===== src/rtl/edge_event_arbiter.sv =====
// -----------------------------------------------------------------------------
// edge_event_arbiter
//
// Collects rising/falling edge events from N_CH asynchronous strobes. It holds
// one pending event per channel and serialises the events onto a single
// valid/ready port with round-robin arbitration. Per-channel sticky overflow
// flags record edges that were dropped because the channel's slot was full.
//
// Ports
//   clk          : clock
//   rst_n        : asynchronous active-low reset
//   in_a_i       : raw asynchronous channel inputs          [N_CH]
//   ch_en_i      : per-channel enable                       [N_CH]
//   evt_valid_o  : event present on output port
//   evt_ready_i  : consumer accepts the presented event
//   evt_ch_o     : channel index of the presented event     [CH_W]
//   evt_rise_o   : presented event is a rising edge
//   evt_fall_o   : presented event is a falling edge
//   ovf_o        : sticky per-channel overflow flags        [N_CH]
//   ovf_clr_i    : synchronous clear of all overflow flags
//
// Output register FSM
//   state | meaning
//   ------+---------------------------------------------
//   EMPTY | no event presented, evt_valid_o = 0
//   FULL  | event presented and held until accepted
// -----------------------------------------------------------------------------
module edge_event_arbiter #(
    parameter  int N_CH        = 4,
    parameter  int SYNC_STAGES = 2,
    localparam int CH_W        = $clog2(N_CH)
) (
    input  logic            clk,
    input  logic            rst_n,
    input  logic [N_CH-1:0] in_a_i,
    input  logic [N_CH-1:0] ch_en_i,
    output logic            evt_valid_o,
    input  logic            evt_ready_i,
    output logic [CH_W-1:0] evt_ch_o,
    output logic            evt_rise_o,
    output logic            evt_fall_o,
    output logic [N_CH-1:0] ovf_o,
    input  logic            ovf_clr_i
);

    typedef enum logic {
        EMPTY = 1'b0,
        FULL  = 1'b1
    } state_e;

    state_e          state_q, state_d;

    logic [N_CH-1:0] sync_q [SYNC_STAGES];
    logic [N_CH-1:0] s_c;
    logic [N_CH-1:0] prev_q;
    logic [N_CH-1:0] rise_det_c, fall_det_c, det_c;

    logic [N_CH-1:0] pend_q, pend_d;
    logic [N_CH-1:0] pend_type_q, pend_type_d;
    logic [N_CH-1:0] ovf_q, ovf_d;
    logic [N_CH-1:0] req_c;

    logic [CH_W-1:0] ptr_q, ptr_d;
    logic [CH_W-1:0] win_c;
    logic            load_c;

    logic [CH_W-1:0] evt_ch_q, evt_ch_d;
    logic            evt_rise_q, evt_rise_d;
    logic            evt_fall_q, evt_fall_d;

    // ------------------------------------------------------------------
    // Synchroniser chain and edge detection
    // ------------------------------------------------------------------
    always_ff @(posedge clk or negedge rst_n) begin
        if (!rst_n) begin
            for (int k = 0; k < SYNC_STAGES; k++) begin
                sync_q[k] <= '0;
            end
            prev_q <= '0;
        end else begin
            sync_q[0] <= in_a_i;
            for (int k = 1; k < SYNC_STAGES; k++) begin
                sync_q[k] <= sync_q[k-1];
            end
            prev_q <= s_c;
        end
    end

    assign s_c        = sync_q[SYNC_STAGES-1];
    assign rise_det_c = s_c & ~prev_q;
    assign fall_det_c = ~s_c & prev_q;
    assign det_c      = rise_det_c | fall_det_c;

    // A slot whose channel has just been disabled must not win, even though
    // its pend bit only clears on the next edge.
    assign req_c  = pend_q & ch_en_i;
    assign load_c = ((state_q == EMPTY) || evt_ready_i) && (|req_c);

    // ------------------------------------------------------------------
    // Round-robin winner: first requester at or after ptr+1 (mod N_CH)
    // ------------------------------------------------------------------
    always_comb begin
        logic            found;
        logic [CH_W-1:0] idx;
        win_c = '0;
        found = 1'b0;
        for (int k = 1; k <= N_CH; k++) begin
            idx = CH_W'((int'(ptr_q) + k) % N_CH);
            if (!found && req_c[idx]) begin
                found = 1'b1;
                win_c = idx;
            end
        end
    end

    // ------------------------------------------------------------------
    // Pending slots and overflow flags
    // ------------------------------------------------------------------
    always_comb begin
        logic taken;
        pend_d      = pend_q;
        pend_type_d = pend_type_q;
        ovf_d       = ovf_clr_i ? '0 : ovf_q;
        for (int i = 0; i < N_CH; i++) begin
            taken = load_c && (win_c == CH_W'(i));
            if (!ch_en_i[i]) begin
                pend_d[i] = 1'b0;
                // flag keeps its value (subject only to ovf_clr_i)
            end else if (det_c[i]) begin
                // A slot being drained this cycle is free for the new edge.
                if (!pend_q[i] || taken) begin
                    pend_d[i]      = 1'b1;
                    pend_type_d[i] = rise_det_c[i];
                end else begin
                    // Set wins over a same-cycle clear.
                    ovf_d[i] = 1'b1;
                end
            end else if (taken) begin
                pend_d[i] = 1'b0;
            end
        end
    end

    always_ff @(posedge clk or negedge rst_n) begin
        if (!rst_n) begin
            pend_q      <= '0;
            pend_type_q <= '0;
            ovf_q       <= '0;
        end else begin
            pend_q      <= pend_d;
            pend_type_q <= pend_type_d;
            ovf_q       <= ovf_d;
        end
    end

    // ------------------------------------------------------------------
    // Output register FSM: state register
    // ------------------------------------------------------------------
    always_ff @(posedge clk or negedge rst_n) begin
        if (!rst_n) begin
            state_q <= EMPTY;
        end else begin
            state_q <= state_d;
        end
    end

    // Next-state logic
    always_comb begin
        state_d = state_q;
        case (state_q)
            EMPTY: if (load_c) state_d = FULL;
            FULL:  if (evt_ready_i && !load_c) state_d = EMPTY;
            default: state_d = EMPTY;
        endcase
    end

    // Output logic
    always_comb begin
        evt_valid_o = (state_q == FULL);
    end

    // ------------------------------------------------------------------
    // Presented event payload and RR pointer
    // ------------------------------------------------------------------
    always_comb begin
        evt_ch_d   = evt_ch_q;
        evt_rise_d = evt_rise_q;
        evt_fall_d = evt_fall_q;
        ptr_d      = ptr_q;
        if (load_c) begin
            evt_ch_d   = win_c;
            evt_rise_d = pend_type_q[win_c];
            evt_fall_d = ~pend_type_q[win_c];
            ptr_d      = win_c;
        end
    end

    always_ff @(posedge clk or negedge rst_n) begin
        if (!rst_n) begin
            evt_ch_q   <= '0;
            evt_rise_q <= 1'b0;
            evt_fall_q <= 1'b0;
            ptr_q      <= CH_W'(N_CH - 1);
        end else begin
            evt_ch_q   <= evt_ch_d;
            evt_rise_q <= evt_rise_d;
            evt_fall_q <= evt_fall_d;
            ptr_q      <= ptr_d;
        end
    end

    assign evt_ch_o   = evt_ch_q;
    assign evt_rise_o = evt_rise_q;
    assign evt_fall_o = evt_fall_q;
    assign ovf_o      = ovf_q;

endmodule

===== config.mk =====
export PLATFORM = sky130hd
export DESIGN_NAME = edge_event_arbiter
export DESIGN_NICKNAME = d
export VERILOG_FILES = /design/src/rtl/edge_event_arbiter.sv
export SDC_FILE = /design/constraint.sdc
export NUM_CORES = 1
export LEC_CHECK = 0
export ABC_AREA = 0
export CAP_MARGIN = 20
export CELL_PAD_IN_SITES_DETAIL_PLACEMENT = 0
export CELL_PAD_IN_SITES_GLOBAL_PLACEMENT = 1
export CORE_MARGIN = 5
export CORE_UTILIZATION = 34
export CTS_BUF_LIST = sky130_fd_sc_hd__clkbuf_4 sky130_fd_sc_hd__clkbuf_8 sky130_fd_sc_hd__clkbuf_16
export DETAILED_ROUTE_END_ITERATION = 6
export PLACE_DENSITY_LB_ADDON = 0.15
export SLEW_MARGIN = 5
export SYNTH_ARGS = -nofsm -noshare
export SYNTH_HDL_FRONTEND = slang
export SYNTH_SLANG_ARGS = --single-unit

===== constraint.sdc =====
create_clock -name clk -period 2.35 [get_ports clk]
set_input_delay 0.235 -clock clk [delete_from_list [all_inputs] [get_ports clk]]
set_output_delay 0.235 -clock clk [all_outputs]
set_load 0.01 [all_outputs]

==> results of run 1 <==
## power breakdown
| part | total (uW) | leakage (uW) | internal, uW | switching (uW) |
|---|---|---|---|---|
| registers | 764 | 0.000366 | 663 | 101 |
| clock network | 438 | 0.0000517 | 247 | 190 |
| logic | 497 | 0.000326 | 257 | 241 |
## cells in the final DEF (no fill, tap or decap), drive strengths merged, types with 2 or more instances in the layout
cell           Yosys  final
clkdlybuf4s50      0     20
a32o               2      2
a22o               2      2
o32ai              2      2
o22ai              2      2
dfrtp             29     29
a21oi              2      2
and3b              2      2
nor2               7      7
nand2b             6      6
o21a               5      5
dfstp              2      2
o221ai             3      3
nand3b             4      4
ha                 4      4
inv                9      9
o21ai              8      8
o211ai             7      7
buf                0      4
clkbuf             1      7
nand2             16     16
## final timing paths
kind / endpoint / from / depth (start not counted) / slack [ns]
max: pend_type_q[0] / ptr_q[0] / 5 / 0.26
min: evt_fall_o / rst_n / 2 / 0.35
max reg2reg: pend_type_q[0] / ptr_q[0] / 5 / 0.26
min reg2reg: s_c[1] / sync_q[5] / 0 / 0.35
max in group asynchronous: ptr_q[0] / rst_n / 2 / 1.69
min in group clk: s_c[1] / sync_q[5] / 0 / 0.35
## cell families (layout without fill, tap and decap cells)
| family | after synthesis | count (layout) | synth area share, % |
|---|---|---|---|
| adder cells (fa/ha/maj) | 4 | 4 | 3.66 |
| buffers and inverters | 10 | 41 | 2.74 |
| AND/OR/NAND/NOR | 41 | 41 | 16.0 |
| flip-flops | 31 | 31 | 56.9 |
| AO/OA/AOI/OAI | 37 | 37 | 20.8 |
## through the flow
stage | setup slack [ns] | instance area [sq um] | cells | util, % | hold slack (ns)
after floorplan | 0.392 | 1370 | 123 | - | -0.0606
after global placement | 0.135 | 1660 | 196 | 42.1 | 0.334
after detailed placement | 0.0999 | 1660 | 196 | 42.1 | 0.335
after CTS | 0.276 | 1750 | 204 | 44.5 | 0.350
after global routing | 0.227 | 1750 | 204 | 44.5 | 0.360
final | 0.260 | 1750 | 204 | 44.5 | 0.346
## final cells by class
cell class                      instances  share of cell area, %
Clock buffer                            7                   5.14
Clock inverter                          1                  0.286
Inverter                                9                   1.93
Multi-Input combinational cell         82                   31.5
Sequential cell                        31                   44.4
Tap cell                               50                   3.57
Timing Repair Buffer                   24                   13.1
## metal layers
metal	up-vias	GRT usage (%)
met4	0	6.64
li1	509	-
met1	521	15.2
met5	-	0
met3	6	4.65
met2	25	17.6
## registers in the layout, indices dropped and copies added (netlist names)
name         cells
evt_ch_o         2
evt_fall_o       1
evt_rise_o       1
evt_valid_o      1
ovf_o            4
pend_q           4
pend_type_q      4
prev_q           4
ptr_q            2
s_c              4
sync_q           4
==> impl_results.md, run 1 <==
* Cts repair resizes at 0
* IR drop worst, VDD at 0.416 mV
* Post-synth top flop: dfrtp_1
* Count of state elements after synthesis at 31
* Worst EP required at about 2.6 ns
* DRC errors left at 0
* Worst hold path class: input pin to asynchronous set/reset pin
* Die area at roughly 5400 sq um
* Hold Violations, Final at 0
* Highest metal used: met4
* Final Slew Violations at 0
* CTS tree: yes
* DR iter-0 viols at 59
* Max stage delay on crit path at 0.56 ns
* Initial cell density of the core at 34.7%
* Critical Path, Cell by Cell: and3b_1, a311o_1, a32o_2, or4_4, o211ai_2
* Max-cap viol count at 0
* Clk sinks at 31
* CTS Buf Count at 5
* Multi-input logic area at 553 sq um
* Mapped Area at around 1400 sq um
* YS warnings at 0
* Clock Latency Late Sink at 0.28 ns
* Die height at 73.5 um
* Startpoint Class: register
* Overall Global Routing Usage at 12.0%
* Mapped Cells at 123
* Net Count, Synth at roughly 140
* Setup TNS at 0 ns
* Avg WL per Cell at 14.0 um
* Wire length on met3 at 161 um
* N_diodes at 0
* Minimum clock period at 2.09 ns
* Cell family with most CP delay: simple AND/OR/NAND/NOR gates
* Htree depth at 2
* Routed wl met2 at 1310 um
* Detailed Place HPWL at 2070 um
* Max Freq at 478 MHz
* Via density at 5.20
* Initial antenna violation count at 0
* Max Clock Skew at 0.00705 ns
* NumNets Final at 169
* Post-synth top cells: dfrtp_1 (29), nand2_1 (15), inv_1 (9)
* Worst-path clk slew at 0.07 ns
* WL final at approximately 2900 um
* Storage cell area at between 700 and 800 sq um
* Crit Path Class: register to register
* Final Setup Violations at 0
* Post-synth EDFFs at 0
* Worst Path Arrival at 2.29 ns
* Unrepaired setup endpoints after global routing: false
* CP max stage cell: dfstp_2
* Part of the cycle the worst path needs at between 80 and 90%
* Vias in the first global route at around 1k
* Postcts setup bufs at 0
* Met1 WL at 1330 um
* Placer congestion estimate at 0.837
* I/O Pins at 21
* Row Count at 23
* Vias at 1,061
* Crit path max fanout at 7
* Layout cell share with drive strength beyond 1 at 12.3%
* Synth Area per Inst at 11.1 sq um
* Run status: finished clean
* Most numerous cell in the Yosys netlist: dfrtp_1
* Unique masters post-synth at 33
* Yosys top cell area share at 53.0%
* Synthesis-to-finish area growth at 28.1%
* Crit. End Element: register
* Ranking of synthesized cells by area: dfrtp_1 (53%), nand2_1 (4.1%), dfstp_2 (3.8%)
* DRT Pass-1 Iters at 4
* Cell taking the most area after synthesis: dfrtp_1
* Grt total ovfl at 0
* Largest net degree at the start of global routing at 32
* Slew HR at 73.0%
* Pwr Total at 1700 uW
* Ys async rst share at 100%
* PD cells at between 900 and 1000 nW/um^2
* # fillers at 369
* Final ANT Viol Nets at 0
* Lkg Pwr at between 0.0007 and 0.0008 uW
* Die width at between 70 and 80 um
* Register area share after synthesis at a little under three fifths
* CP bufs+invs at 0
* Clock Path Buffers at 2
* Port Buffers at 20
* Clk root buf: clkbuf_8
* First-pass GRT wire length at a little under 5000 um
* Hold_buf cts at 0
* Core ar. at between 3000 and 4000 sq um
* Worst slew pin tran at 0.405 ns
Note: power is estimated with default switching activity, not from simulation.
==> run 2: changes to the inputs <==
Settings changed: CTS_CLUSTER_SIZE from default to 8.
==> results of run 2 <==
Same layout as run 1: the final DEF is identical, and so are final timing and power.
==> edit 1: new RTL, settings of run 1 <==
The parameter `SYNC_STAGES` goes from 2 to 8.
--- a/src/rtl/edge_event_arbiter.sv
+++ b/src/rtl/edge_event_arbiter.sv
@@ -27,7 +27,7 @@
 // -----------------------------------------------------------------------------
 module edge_event_arbiter #(
     parameter  int N_CH        = 4,
-    parameter  int SYNC_STAGES = 2,
+    parameter  int SYNC_STAGES = 8,
     localparam int CH_W        = $clog2(N_CH)
 ) (
     input  logic            clk,
Function: changed (Yosys sat finds a counterexample within 10 cycles, from zero or initial values and one cycle with rst_n low).
==> edit 1 against run 1 <==
  * Sequential cell count grew 24
  * Non-clock buffer count grew 1
  * Total power grew 34%
  * Sequential power grew 57%
  * Routed wire length grew 23%
  * Hold slack gained 0.0024 ns
  * Design area grew 37%
  * Synthesized area grew 44%
  * Cell count grew 23%
  * Worst setup slack gained 0.018 ns
  * Count of clock-buffer cells in the layout shrank 2
  * Highest routed layer unchanged
==> edit 1: results (changes against run 1) <==
[layout]
layout.nets=194  ; was 169
fill_cells=547  ; was 369
drive_gt1_frac=0.1117  ; was 0.1234

[grt]
grt_pass1_vias=1334  ; was 1000
grt_first_pass_wirelength_microns=6279  ; was 4830 microns
grt_max_degree=33  ; was 32
grt_util_all_layers=0.1080  ; was 0.1205

[place]
place_hpwl_microns=2577  ; was 2065 microns
place.gp.congestion=0.8636  ; was 0.8365

[pwr]
p_int_w=0.001583  ; was 0.001167 W
p_leak_nw=1.033  ; was 0.7445 nW
ir_drop_uv=443.5  ; was 416.4 uV

[detailed_routing]
met1_length_microns=1539  ; was 1326 microns
wl_met3_microns=181  ; was 161 microns
met2_length_microns=1725  ; was 1310 microns
topRoutingLayerUsed=met4  ; unchanged
drt_first_iter_violations=40  ; was 59
routedWlPerCell_microns=13.96  ; was 14.00 microns

[synth]
synthTopCellsByCount=dfrtp_1 (53), nand2_1 (15), inv_1 (9)  ; was dfrtp_1 (29), nand2_1 (15), inv_1 (9)
syn-num-nets=163  ; was 139
synth_area_leaders=dfrtp_1 (67%), nand2_1 (2.9%), dfstp_2 (2.7%), ha_1 (2.5%), o211ai_1 (2.3%)  ; was dfrtp_1 (53%), nand2_1 (4.1%), dfstp_2 (3.8%), ha_1 (3.7%), o211ai_1 (3.3%)
ys_seq_area_frac=0.7001  ; was 0.5686

[status]
status=completed  ; unchanged

[cts]
clk_pin_slew_worst_paths_ns=0.11  ; was 0.07 ns
clockBufferDepth=2  ; unchanged
clock_latency_ns=0.31  ; was 0.28 ns

[hold_path]
min_path_type=in2reg  ; was in2async
min_path_cells=1

[timing]
whs_ns=0.3486  ; was 0.3462 ns
clock-skew-final_ns=0.01063  ; was 0.007048 ns

## edit 1: changes by cell type after synthesis, sizes merged
| cell | change |
|---|---|
| dfrtp | +24 |
## edit 1: how the worst max path moves through the flow
stage                              start                          to  depth (start not counted)
floorplan           ptr_q[0]$_DFFE_PN1P_  pend_type_q[0]$_DFFE_PN0P_                          5
global placement              ch_en_i[1]  pend_type_q[0]$_DFFE_PN0P_                          6
detailed placement            ch_en_i[1]  pend_type_q[0]$_DFFE_PN0P_                          6
CTS                 ptr_q[0]$_DFFE_PN1P_  pend_type_q[0]$_DFFE_PN0P_                          5
global route        ptr_q[0]$_DFFE_PN1P_  pend_type_q[0]$_DFFE_PN0P_                          5
finish              ptr_q[0]$_DFFE_PN1P_  pend_type_q[0]$_DFFE_PN0P_                          5
## edit 1: metal layers
layer  GRT usage  vias up
li1            -      588
met1      0.1317      630
met2      0.1801       25
met3     0.03170        6
met4     0.04029        0
met5           0        -
## edit 1: timing repair
action | 4_1_cts | 5_1_grt
setup endpoints to repair | 0 | 0
hold buffers | 1 | 0
gates resized for setup | 0 | 0
endpoints found under the hold margin | 21 | 0
## edit 1: logic make-up (layout without fill, tap and decap cells)
group           count (synthesis)  count (layout)  share of synthesized area
buf+inv                        10              42                    0.01906
simple gates                   41              41                     0.1112
fa+ha+maj                       4               4                    0.02541
compound gates                 37              37                     0.1442
flops                          55              55                     0.7001
## edit 1: power by group through the flow
| stage | sequential, W | clock, W | combinational [W] |
|---|---|---|---|
| after floorplan | 0.00121 | 0 | 0.000282 |
| after detailed placement | 0.00122 | 0 | 0.000518 |
| after global routing | 0.00123 | 0.000617 | 0.000572 |
| after global placement | 0.00122 | 0 | 0.000509 |
| after CTS | 0.00120 | 0.000583 | 0.000522 |
| final | 0.00120 | 0.000558 | 0.000513 |
## edit 1: area by class of cell
| cell class | count | share of cell area |
|---|---|---|
| Inverter | 9 | 0.01404 |
| Sequential cell | 55 | 0.5731 |
| Multi-Input combinational cell | 82 | 0.2298 |
| Clock buffer | 5 | 0.02860 |
| Timing Repair Buffer | 25 | 0.1030 |
| Clock inverter | 3 | 0.01404 |
| Tap cell | 72 | 0.03744 |
## edit 1: per-stage QoR
stage | instances | setup slack [ns] | instance area (sq um)
final | 251 | 0.2774 | 2406
after global routing | 251 | 0.2024 | 2406
after CTS | 251 | 0.2779 | 2406
after detailed placement | 242 | 0.08930 | 2293
after global placement | 242 | 0.1365 | 2293
after floorplan | 147 | 0.3917 | 1969
## edit 1: worst max-delay path, stage by stage, from the launching register on
cell	delay, ns
dfstp_2	0.57
and3b_1	0.20
a311o_1	0.35
a32o_2	0.28
or4_4	0.52
o211ai_2	0.08
==> edit 2: new RTL, config.mk and constraints of run 1 <==
Without the edit above. Reset style: synchronous (`rst_n`), changed in 4 clocked blocks. Comments in the files are not updated.
--- a/src/rtl/edge_event_arbiter.sv
+++ b/src/rtl/edge_event_arbiter.sv
@@ -71,7 +71,7 @@
     // ------------------------------------------------------------------
     // Synchroniser chain and edge detection
     // ------------------------------------------------------------------
-    always_ff @(posedge clk or negedge rst_n) begin
+    always_ff @(posedge clk) begin
         if (!rst_n) begin
             for (int k = 0; k < SYNC_STAGES; k++) begin
                 sync_q[k] <= '0;
@@ -141,7 +141,7 @@
         end
     end
 
-    always_ff @(posedge clk or negedge rst_n) begin
+    always_ff @(posedge clk) begin
         if (!rst_n) begin
             pend_q      <= '0;
             pend_type_q <= '0;
@@ -156,7 +156,7 @@
     // ------------------------------------------------------------------
     // Output register FSM: state register
     // ------------------------------------------------------------------
-    always_ff @(posedge clk or negedge rst_n) begin
+    always_ff @(posedge clk) begin
         if (!rst_n) begin
             state_q <= EMPTY;
         end else begin
@@ -195,7 +195,7 @@
         end
     end
 
-    always_ff @(posedge clk or negedge rst_n) begin
+    always_ff @(posedge clk) begin
         if (!rst_n) begin
             evt_ch_q   <= '0;
             evt_rise_q <= 1'b0;
Function: differs if rst_n is asserted again (counterexample within 10 cycles, from zero or initial values and one cycle with rst_n low); with rst_n held inactive, the same outputs for 10 cycles.
==> edit 2 against run 1 <==
  * Cell count is 14% higher
  * Clock skew is 0.0048 ns lower
  * Sequential share of layout area is 11 points lower
  * Sequential cell count stayed put
  * Design area is 5.0% higher
  * Synthesized area is 6.7% higher
  * Worst setup slack better by 0.22 ns
  * Count of clock-buffer cells in the layout is 1 lower
  * Routed wire length is 21% higher
  * Die area is 5.7% higher
Power is not compared: it rests on default switching activity, and its combinational part moved more than twofold at a synthesized area within 25%.
==> edit 2: results (changes against run 1) <==
[status]
status=completed  ; unchanged

[hold_path]
min_path_type=reg2reg  ; was in2async

[synth]
synth_area_leaders=dfxtp_1 (43%), and2_1 (6.0%), nand2_1 (4.6%), ha_1 (3.4%), mux2i_1 (3.4%)  ; was dfrtp_1 (53%), nand2_1 (4.1%), dfstp_2 (3.8%), ha_1 (3.7%), o211ai_1 (3.3%)
synthMuxAreaShare=0.03428  ; was 0
synthTopCellsByCount=dfxtp_1 (31), nand2_1 (18), and2_1 (14)  ; was dfrtp_1 (29), nand2_1 (15), inv_1 (9)
synth-xor-area-share=0  ; unchanged
synthDistinctLibCells=46  ; was 33
synthAdderAreaFrac=0.03428  ; was 0.03656
async_flop_share=0  ; was 1.000
syn-num-nets=172  ; was 139
synth_ff_type=dfxtp_1  ; was dfrtp_1
ys_seq_area_frac=0.4250  ; was 0.5686
synth-compound-area-share=0.2365  ; was 0.2075
yosys_warnings=0  ; unchanged

[detailed_routing]
finalWirelength_microns=3468  ; was 2856 microns
drt_first_iter_violations=96  ; was 59
vias=1215  ; was 1061

[cts]
cts_max_level=2  ; unchanged
root_buffer=clkbuf_8  ; unchanged
cts_resized=0  ; unchanged

[critical_path]
reg2reg_slack_ns=0.63  ; was 0.26 ns
critPathMaxFanout=7  ; unchanged
cp.arrival_ns=2.05  ; was 2.29 ns
r2r_end=ovf_o[0]$_SDFF_PN0_  ; was pend_type_q[0]$_DFFE_PN0P_
end_kind=flop  ; unchanged
startpoint=ch_en_i[1]  ; was ptr_q[0]$_DFFE_PN1P_
regToRegStartpoint=ptr_q[0]$_SDFFE_PN1P_  ; was ptr_q[0]$_DFFE_PN1P_
cpMaxStageDelayCell=clkdlybuf4s50_1  ; was dfstp_2

[place]
place_hpwl_microns=2593  ; was 2065 microns
post-place-ws_ns=0.2055  ; was 0.09989 ns
postPlaceCellArea_sq_um=1723  ; was 1658 sq um
place.gp.congestion=0.8410  ; was 0.8365
port_buffers=20  ; unchanged

[grt]
grt_pass1_vias=1210  ; was 1000
grt_util_all_layers=0.1377  ; was 0.1205
grt_max_degree=19  ; was 32
grt_first_pass_wirelength_microns=5685  ; was 4830 microns

[layout]
layout.nets=197  ; was 169
drive_gt1_frac=0.1374  ; was 0.1234
fill_cells=424  ; was 369

[timing]
max_slew.worst_pin.slew_ns=0.4779  ; was 0.4046 ns
clock-skew-final_ns=0.002253  ; was 0.007048 ns
period_needed_ns=1.872  ; was 2.090 ns

[edit 2: worst min-delay path by stage]
stage                                 start                      end  slack [ns]  cells after the start
floorplan                        ch_en_i[1]   pend_q[1]$_SDFFE_PN0P_        0.35                      2
CTS                 sync_q[0][2]$_SDFF_PN0_  sync_q[0][6]$_SDFF_PN0_        0.44                      1
finish              sync_q[0][2]$_SDFF_PN0_  sync_q[0][6]$_SDFF_PN0_        0.43                      1
global placement    sync_q[0][2]$_SDFF_PN0_  sync_q[0][6]$_SDFF_PN0_        0.41                      1
detailed placement  sync_q[0][2]$_SDFF_PN0_  sync_q[0][6]$_SDFF_PN0_        0.42                      1
global route        sync_q[0][2]$_SDFF_PN0_  sync_q[0][6]$_SDFF_PN0_        0.45                      1
[edit 2: cell families after synthesis]
logic type      Yosys count
compound gates           43
fa+ha+maj                 4
buf+inv                  12
flops                    31
mux                       5
simple gates             61
[edit 2: layout make-up]
cell class / count / share of cell area
inverter: 7 / 0.01428
sequential: 31 / 0.3372
clock inverter: 2 / 0.01903
timing repair buffer: 23 / 0.1210
multi-input combinational: 113 / 0.4296
clock buffer: 6 / 0.04487
tap: 50 / 0.03399
[edit 2: critical path: cells and delay by family]
family	cells	cell delay, ns
and+or+nand+nor	1	0.21
buffers and inverters	1	0.55
AOI/OAI and AO/OA	4	1.06
[edit 2: per-layer routing]
layer,global-route usage,part of all wire
met2,0.2052,0.47
met5,0,0
met4,0.07961,0.020
met3,0.04222,0.039
met1,0.1754,0.47
[edit 2: where the power goes]
| group | switching (W) | total, W | internal, W | leakage [nW] |
|---|---|---|---|---|
| registers | 0.0000143 | 0.000558 | 0.000544 | 0.253 |
| logic | 0.0000684 | 0.000135 | 0.0000662 | 0.371 |
| clock network | 0.000207 | 0.000550 | 0.000343 | 0.0612 |
| total | 0.000290 | 0.00124 | 0.000953 | 0.685 |
[edit 2: per-stage QoR]
| step | util | instances |
|---|---|---|
| 6_report | 0.4504 | 232 |
| 5_1_grt | 0.4504 | 232 |
| 4_1_cts | 0.4504 | 232 |
| 3_5_place_dp | 0.4216 | 224 |
| 3_3_place_gp | 0.4216 | 224 |
| 2_1_floorplan | - | 156 |
